File: config.mk
export PLATFORM = sky130hd
export DESIGN_NAME = regfile_cc_flat
export DESIGN_NICKNAME = d
export VERILOG_FILES = /design/src/rtl/lc3_pkg.sv /design/src/rtl/regfile_cc_if.sv /design/src/rtl/regfile_cc_cc_gen.sv /design/src/rtl/regfile_cc.sv /design/src/flat_wrapper.sv
export SDC_FILE = /design/constraint.sdc
export NUM_CORES = 1
export LEC_CHECK = 0
export BUFFER_PORTS_ARGS = -buffer_cell sky130_fd_sc_hd__buf_2
export CAP_MARGIN = 20
export CORE_UTILIZATION = 60
export CTS_CLUSTER_SIZE = 40
export DETAILED_ROUTE_END_ITERATION = 8
export PLACE_DENSITY = 0.81
export SYNTH_ARGS = -nofsm -noshare
export SYNTH_HDL_FRONTEND = slang
export SYNTH_SLANG_ARGS = --single-unit
File: constraint.sdc
create_clock -name clk -period 4.13 [get_ports clk]
set_input_delay 0 -clock clk [delete_from_list [all_inputs] [get_ports clk]]
set_output_delay 0 -clock clk [all_outputs]
set_load 0.1 [all_outputs]
File: src/rtl/lc3_pkg.sv
// Shared LC-3 datapath constants: widths, register count and N/Z/P condition-code encodings.
package lc3_pkg;

  localparam int unsigned WIDTH     = 16;
  localparam int unsigned NREG      = 8;
  localparam int unsigned REG_IDX_W = 3;

  typedef logic [2:0] cc_t;

  localparam cc_t CC_N   = 3'b100;
  localparam cc_t CC_Z   = 3'b010;
  localparam cc_t CC_P   = 3'b001;
  localparam cc_t CC_RST = CC_Z;

endpackage

File: src/rtl/regfile_cc_if.sv
// Bus-sink interface of the register file: bus capture, operand reads, CC and BEN controls.
interface regfile_cc_if #(
  parameter int unsigned WIDTH = lc3_pkg::WIDTH
);
  logic [WIDTH-1:0]              bus;
  logic                          ld_reg;
  logic [lc3_pkg::REG_IDX_W-1:0] dr;
  logic [lc3_pkg::REG_IDX_W-1:0] sr1;
  logic [lc3_pkg::REG_IDX_W-1:0] sr2;
  logic [WIDTH-1:0]              sr1_out;
  logic [WIDTH-1:0]              sr2_out;
  logic                          ld_cc;
  logic                          n;
  logic                          z;
  logic                          p;
  logic                          ld_ben;
  logic [2:0]                    ir_nzp;
  logic                          ben;

  modport master (
    output bus, ld_reg, dr, sr1, sr2, ld_cc, ld_ben, ir_nzp,
    input  sr1_out, sr2_out, n, z, p, ben
  );

  modport slave (
    input  bus, ld_reg, dr, sr1, sr2, ld_cc, ld_ben, ir_nzp,
    output sr1_out, sr2_out, n, z, p, ben
  );
endinterface

File: src/rtl/regfile_cc_cc_gen.sv
// Combinational bus -> one-hot {n,z,p} classifier for two's-complement values.
module cc_gen #(
  parameter int unsigned WIDTH = lc3_pkg::WIDTH
) (
  input  logic [WIDTH-1:0] bus,
  output logic [2:0]       cc
);
  import lc3_pkg::CC_N;
  import lc3_pkg::CC_Z;
  import lc3_pkg::CC_P;

  always_comb begin
    cc = CC_P;
    if (bus == '0) begin
      cc = CC_Z;
    end else if (bus[WIDTH-1]) begin
      cc = CC_N;
    end
  end
endmodule

File: src/rtl/regfile_cc.sv
// LC-3 bus sink: general register file, N/Z/P condition codes and branch-enable flag.
module regfile_cc #(
  parameter int unsigned     WIDTH   = lc3_pkg::WIDTH,
  parameter int unsigned     NREG    = lc3_pkg::NREG,
  parameter logic [WIDTH-1:0] RST_VAL = '0
) (
  input logic         clk,
  input logic         rst,
  regfile_cc_if.slave rf
);
  import lc3_pkg::cc_t;
  import lc3_pkg::CC_RST;

  logic [WIDTH-1:0] regs_q [NREG];
  cc_t              cc_q;
  cc_t              cc_d;
  logic             ben_q;

  cc_gen #(
    .WIDTH(WIDTH)
  ) u_cc_gen (
    .bus(rf.bus),
    .cc (cc_d)
  );

  always_ff @(posedge clk or posedge rst) begin
    if (rst) begin
      for (int unsigned i = 0; i < NREG; i++) begin
        regs_q[i] <= RST_VAL;
      end
    end else if (rf.ld_reg) begin
      regs_q[rf.dr] <= rf.bus;
    end
  end

  // BEN samples cc_q, so a same-cycle ld_cc does not affect it.
  always_ff @(posedge clk or posedge rst) begin
    if (rst) begin
      cc_q  <= CC_RST;
      ben_q <= 1'b0;
    end else begin
      if (rf.ld_cc) begin
        cc_q <= cc_d;
      end
      if (rf.ld_ben) begin
        ben_q <= |(rf.ir_nzp & cc_q);
      end
    end
  end

  assign rf.sr1_out = regs_q[rf.sr1];
  assign rf.sr2_out = regs_q[rf.sr2];
  assign rf.n       = cc_q[2];
  assign rf.z       = cc_q[1];
  assign rf.p       = cc_q[0];
  assign rf.ben     = ben_q;
endmodule

File: src/flat_wrapper.sv
// flat-port wrapper written by rule: the top's interface ports become plain ports
module regfile_cc_flat import lc3_pkg::cc_t; import lc3_pkg::CC_RST;
#(
  parameter int unsigned     WIDTH   = lc3_pkg::WIDTH,
  parameter int unsigned     NREG    = lc3_pkg::NREG,
  parameter logic [WIDTH-1:0] RST_VAL = '0
)
  (clk, rst, rf_bus, rf_ld_reg, rf_dr, rf_sr1, rf_sr2, rf_ld_cc, rf_ld_ben, rf_ir_nzp, rf_sr1_out, rf_sr2_out, rf_n, rf_z, rf_p, rf_ben);
  regfile_cc_if #(.WIDTH(WIDTH)) rf_i ();
  input logic clk;
  input logic rst;
  input wire logic [$bits(rf_i.bus)-1:0] rf_bus;
  input wire logic [$bits(rf_i.ld_reg)-1:0] rf_ld_reg;
  input wire logic [$bits(rf_i.dr)-1:0] rf_dr;
  input wire logic [$bits(rf_i.sr1)-1:0] rf_sr1;
  input wire logic [$bits(rf_i.sr2)-1:0] rf_sr2;
  input wire logic [$bits(rf_i.ld_cc)-1:0] rf_ld_cc;
  input wire logic [$bits(rf_i.ld_ben)-1:0] rf_ld_ben;
  input wire logic [$bits(rf_i.ir_nzp)-1:0] rf_ir_nzp;
  output wire logic [$bits(rf_i.sr1_out)-1:0] rf_sr1_out;
  output wire logic [$bits(rf_i.sr2_out)-1:0] rf_sr2_out;
  output wire logic [$bits(rf_i.n)-1:0] rf_n;
  output wire logic [$bits(rf_i.z)-1:0] rf_z;
  output wire logic [$bits(rf_i.p)-1:0] rf_p;
  output wire logic [$bits(rf_i.ben)-1:0] rf_ben;
  assign rf_i.bus = rf_bus;
  assign rf_i.ld_reg = rf_ld_reg;
  assign rf_i.dr = rf_dr;
  assign rf_i.sr1 = rf_sr1;
  assign rf_i.sr2 = rf_sr2;
  assign rf_i.ld_cc = rf_ld_cc;
  assign rf_i.ld_ben = rf_ld_ben;
  assign rf_i.ir_nzp = rf_ir_nzp;
  assign rf_sr1_out = rf_i.sr1_out;
  assign rf_sr2_out = rf_i.sr2_out;
  assign rf_n = rf_i.n;
  assign rf_z = rf_i.z;
  assign rf_p = rf_i.p;
  assign rf_ben = rf_i.ben;
  regfile_cc #(.WIDTH(WIDTH), .NREG(NREG), .RST_VAL(RST_VAL)) u_core (.clk(clk), .rst(rst), .rf(rf_i));
endmodule
## Word level (Yosys, flattened, before mapping)

Cells that the tools add are included.

| storage, ports and cells | value |
|---|---|
| input port bits | 33 |
| output and inout port bits | 36 |
| flip-flop bits (word level) | 132 |

| operators by class | value |
|---|---|
| $lt $le $gt $ge | 4 |
| reductions and logical operators | 3 |
| bitwise logic cells | 4 |
| multiplexer cells | 11 |

Operators with widths:

| cell | number |
|---|---|
| bitwise mux 128 bit | 1 |
| binary-select mux 16 bit (select 3 bit) | 2 |
| two-way mux 16 bit | 5 |
| demux 16 bit (select 3 bit) | 1 |
| logical NOT 16 bit | 1 |
| >= comparator 4 bit (second input constant) | 3 |
| inverter 3 -> 4 bit | 3 |
| two-way mux 3 bit | 2 |
| less-than comparator 4 x 1 -> 1 bit (second input constant) | 1 |
| AND 3 bit | 1 |
| OR reduction 3 bit | 1 |
| logical AND 1 bit | 1 |

## Depth between registers and ports, before layout

| logic depth | value |
|---|---|
| depth after elaboration | 6 |
| depth in mapped cells | 5 |
| depth with buffers taken out | 3 |

## Hierarchy

From an unflattened synthesis, not the netlist that was laid out.

| unflattened totals | value |
|---|---|
| cell total of the unflattened synthesis | 413 |
| area, all modules | 7240.7 um^2 |

By module, submodules not included:

| module | times used | cells an instance | seq. area each (um^2) | area an instance (um^2) |
|---|---|---|---|---|
| regfile_cc | 1 | 406 | 3304.4 | 7194.4 |
| cc_gen | 1 | 7 | 0.0 | 46.3 |

## Worst setup path after synthesis

No wires, ideal clock.

| path | value |
|---|---|
| path kind | register -> register |
| start point | register u_core.cc_q[0] |
| end point | register u_core.ben_q (netlist: u_core.rf.ben) |
| arrival | 1.318 ns |
| slack | 2.733 ns |
| setup time | 0.079 ns |
| cell stages (with the launch flop) | 3 |
| cell sequence | dfrtp_1 a222oi_1 a21oi_1 |

| on the way | value |
|---|---|
| cells in the longest elaborated chain, start to end | 2 |

RTL lines:

| item | line | text |
|---|---|---|
| from (decl) | regfile_cc.sv:15 | `cc_t cc_q;` |
| from (signal assigned) | regfile_cc.sv:39 | `cc_q <= CC_RST;` |
| from (signal assigned) | regfile_cc.sv:43 | `cc_q <= cc_d;` |
| AND 3 bit | regfile_cc.sv:46 | `ben_q <= \|(rf.ir_nzp & cc_q);` |
| OR reduction 3 bit | regfile_cc.sv:46 |  |
| to (signal assigned) | regfile_cc.sv:46 |  |
| to (decl) | regfile_cc.sv:17 | `logic ben_q;` |

No other way between the ends.
A chain may end at the register's enable or synchronous reset.

## Worst setup path in the final report

| path | value |
|---|---|
| start point | input rf_sr2[0] |
| end point | output rf_sr2_out[6] |

| on the way | value |
|---|---|
| cells in the longest elaborated chain, start to end | 4 |

RTL lines:

| item | line | text |
|---|---|---|
| from (decl) | flat_wrapper.sv:16 | `input wire logic [$bits(rf_i.sr2)-1:0] rf_sr2;` |
| inverter 3 -> 4 bit (not written as such) | regfile_cc.sv:52 | `assign rf.sr2_out = regs_q[rf.sr2];` |
| binary-select mux 16 bit (select 3 bit) | regfile_cc.sv:52 |  |
| two-way mux 16 bit (not written as such) (2 in series) | regfile_cc.sv:52 |  |
| to (decl) | flat_wrapper.sv:21 | `output wire logic [$bits(rf_i.sr2_out)-1:0] rf_sr2_out;` |

No other way between the ends. The select of a mux whose other input is x is not followed.

==> flow_summary_export.csv <==
group,metric,value,unit
clocking,clock_path_buffers,2,
setup_path,crit_type,"input port to primary output",
global_routing,grt_pass1_vias,4593,
global_routing,grt_pass1_wl,25700,um
power,p_clk_share,29.3,%
power,p_switching,1.77,mW
route,wire_per_inst,24.8,um
synthesis,synthArstFlopShare,100,%
clocking,cts_sinks,132,
clocking,cts_made_buffers,17,
floorplan,dieHeight,111,um
synthesis,synth_fp_nets,448,
sta,max_slew.worst_pin.slew,1120,ps
sta,fmax,0.482,GHz
synthesis,synth_seq_area_share,46.0,%
setup_path,critPathLaunch,"rf_sr2[0]",
clocking,htree_levels,4,
sta,report.final.slew_viol_count,0,
synthesis,synth.distinct_cells,28,
power,power_frac_comb,33.9,%
finish,drive_above_1_share,56.7,%
setup_path,slowest_delay,790,ps
global_routing,grt_antenna_before_repair,0,
floorplan,num_rows,39,
setup_path,r2r_start,"u_core.cc_q[0]",
setup_path,cp_max_fo,32,
power,ir_worst_vdd,0.296,mV
global_routing,grt_usage,27.9,%
sta,max-slew-margin-rel,25.0,%
setup_path,rrSetupSlack,2650,ps
synthesis,synth-edff-count,0,
route,viasPerCell,6.71,
finish,syn_to_final_growth,14.9,%
synthesis,ys.flop_type,"dfrtp_1",
setup_path,crit_path_cell_trace,"buf_2, mux4_1, mux2_2, buf_2",
floorplan,coreArea,0.0115,sq mm
setup_path,worstReg2RegEnd,"u_core.rf.ben",
placement,portBuffers,68,
setup_path,crit_end,"rf_sr2_out[6]",
placement,dp_hpwl,9260,um
global_routing,grt_start_max_net_pins,62,
route,wl,16200,um
placement,dp.cells,600,
floorplan,ioPinCount,69,
synthesis,ys_ff_latch,132,
run,maxCapViolCount,0,
synthesis,syn_avg_cell_area,17.3,sq um
clocking,clkLatencyLatePin,410,ps
setup_path,required,4130,ps
finish,nNetsFinal,529,
sta,finalSetupTns,0,ps
setup_path,cp_slowest_cell,"buf_2",
setup_path,cpMostUsedCell,"buf_2",
setup_path,critPathLaunchType,"input port",
sta,grt_setup_unrepaired,"no",
route,vias,4371,
global_routing,grt_remaining_overflow,0,
setup_path,ff2ff_path_depth,3,
route,drc,6,
run_status,violations,"DRC",
setup_path,cp-end-kind,"primary output",
power,powerDensity,585,mW/mm^2
run_status,status,"finished with violations",
sta,fin_skew,5.46,ps
clocking,clock_tree.root_cell,"clkbuf_16",
clocking,post_cts_resized,0,
synthesis,yosys_warnings,0,
clocking,cts_tree,"built",
power,switching_share,36.7,%
placement,place_congestion,0.752,
power,seq_power_share,36.9,%
synthesis,netlist_instances,415,
hold_path,hold_class,"input port to register",
sta,fin_crit,2080,ps
floorplan,start_util,62.3,%
floorplan,die_w,111,um
setup_path,worstPathArrival,2080,ps
power,p_leak,3.62,nW
clocking,path_clk_slew,60,ps
synthesis,syn-cell-area,0.00718,sq mm
floorplan,die_area,0.0124,sq mm
route,drt_first_iter_violations,270,
power,internal_power,3.05,mW
sta,hold_viol,0,
route,firstDrtPassIters,7,
finish,post_layout_nonfiller_instances,651,
route,ant_nets,0,
finish,diodes,0,
sta,finalSetupViolations,0,
sta,finalCritPeriodShare,50.3,%
==> synth_stat cells (2+ instances only) <==
library cell | count | area (sq um)
dfrtp_1 | 131 | 3280
inv_1 | 3 | 11.3
nand4b_2 | 3 | 45.0
o21ai_0 | 4 | 20.0
mux4_1 | 46 | 1210
mux2_2 | 157 | 1770
nand2_1 | 5 | 18.8
buf_4 | 3 | 22.5
buf_2 | 6 | 30.0
nor3b_4 | 2 | 37.5
mux4_2 | 18 | 405
clkbuf_1 | 3 | 11.3
buf_1 | 5 | 18.8
buf_6 | 12 | 135
nor4_1 | 4 | 25.0
==> layer usage <==
metal,track usage [%],part of all wire (%),vias to the layer above
li1,-,-,1845
met1,35.1,40,2317
met2,48.2,52,180
met3,6.10,5.4,29
met4,9.55,2.2,0
met5,0,0,-
==> how the worst min path moves through the flow <==
stage	from	to	slack [ps]	depth (start not counted)
6_report	rf_dr[1]	u_core.regs_q[53]	230	3
5_1_grt	rf_dr[1]	u_core.regs_q[57]	260	3
4_1_cts	rf_dr[1]	u_core.regs_q[57]	230	3
3_5_place_dp	rst	u_core.regs_q[57]	180	2
3_3_place_gp	rst	u_core.regs_q[57]	170	2
2_1_floorplan	rf_ld_cc	u_core.cc_q[1]	60	1
==> per-stage QoR <==
stage | power (mW) | hold WS [ps] | cell area (sq um) | utilization, % | setup slack [ps]
detailed placement | 3.40 | 184 | 7500 | 65.1 | 2010
finish | 4.83 | 235 | 8250 | 71.6 | 2050
global route | 5.00 | 255 | 8250 | 71.6 | 1970
floorplan | 3.12 | 62.9 | 7180 | - | 606
global placement | 3.34 | 168 | 7500 | 65.1 | 2070
CTS | 4.84 | 227 | 8250 | 71.6 | 2000
==> sequential cells by signal (all words and copies together), names as in the netlist <==
| signal | count |
|---|---|
| u_core.cc_q | 3 |
| u_core.regs_q | 128 |
| u_core.rf.ben | 1 |
==> cell families after synthesis <==
logic type,Yosys count,synth area share [%]
buf+inv,33,3.40
mux,222,47.2
simple gates,21,2.72
compound gates,7,0.610
flops,132,46.0
==> repair_timing <==
action	4_1_cts	5_1_grt
hold buffers	20	0
setup buffers	0	0
endpoints found under the hold margin	186	0
==> cells in the final DEF (no fill, tap or decap), drive strengths merged <==
| master | instances |
|---|---|
| nor2b | 1 |
| clkinvlp | 2 |
| nand2 | 5 |
| a222oi | 1 |
| dlygate4sd3 | 20 |
| a21oi | 1 |
| nor2 | 1 |
| nor3b | 2 |
| o21ai | 4 |
| nand4b | 3 |
| a31o | 1 |
| mux2 | 157 |
| clkbuf | 19 |
| nor4 | 4 |
| mux2i | 1 |
| dfstp | 1 |
| bufinv | 2 |
| nand4 | 2 |
| buf | 72 |
| nor3 | 2 |
| nand2b | 1 |
| dfrtp | 131 |
| clkinv | 8 |
| mux4 | 64 |
| inv | 3 |
==> worst max-delay path: cells and delay by family <==
kind | cells | cell delay, ps
buffers and inverters | 2 | 1090
muxes | 2 | 960
==> cell type report <==
cell class              count  area, sq um
multi-input cells         250         3630
well taps                 143          179
fillers                   723         3270
clock inverters            12          115
inverters                   3         13.8
repair buffers             92          571
clock buffers              19          433
flip-flops and latches    132         3300
==> power by group through the flow <==
stage               Combinational (mW)  Sequential, mW  Clock, mW
global placement                  1.58            1.76          0
floorplan                         1.39            1.73          0
finish                            1.63            1.78       1.41
global route                      1.70            1.81       1.49
CTS                               1.64            1.77       1.43
detailed placement                1.62            1.79          0
Note: power is estimated with default switching activity, not from simulation.
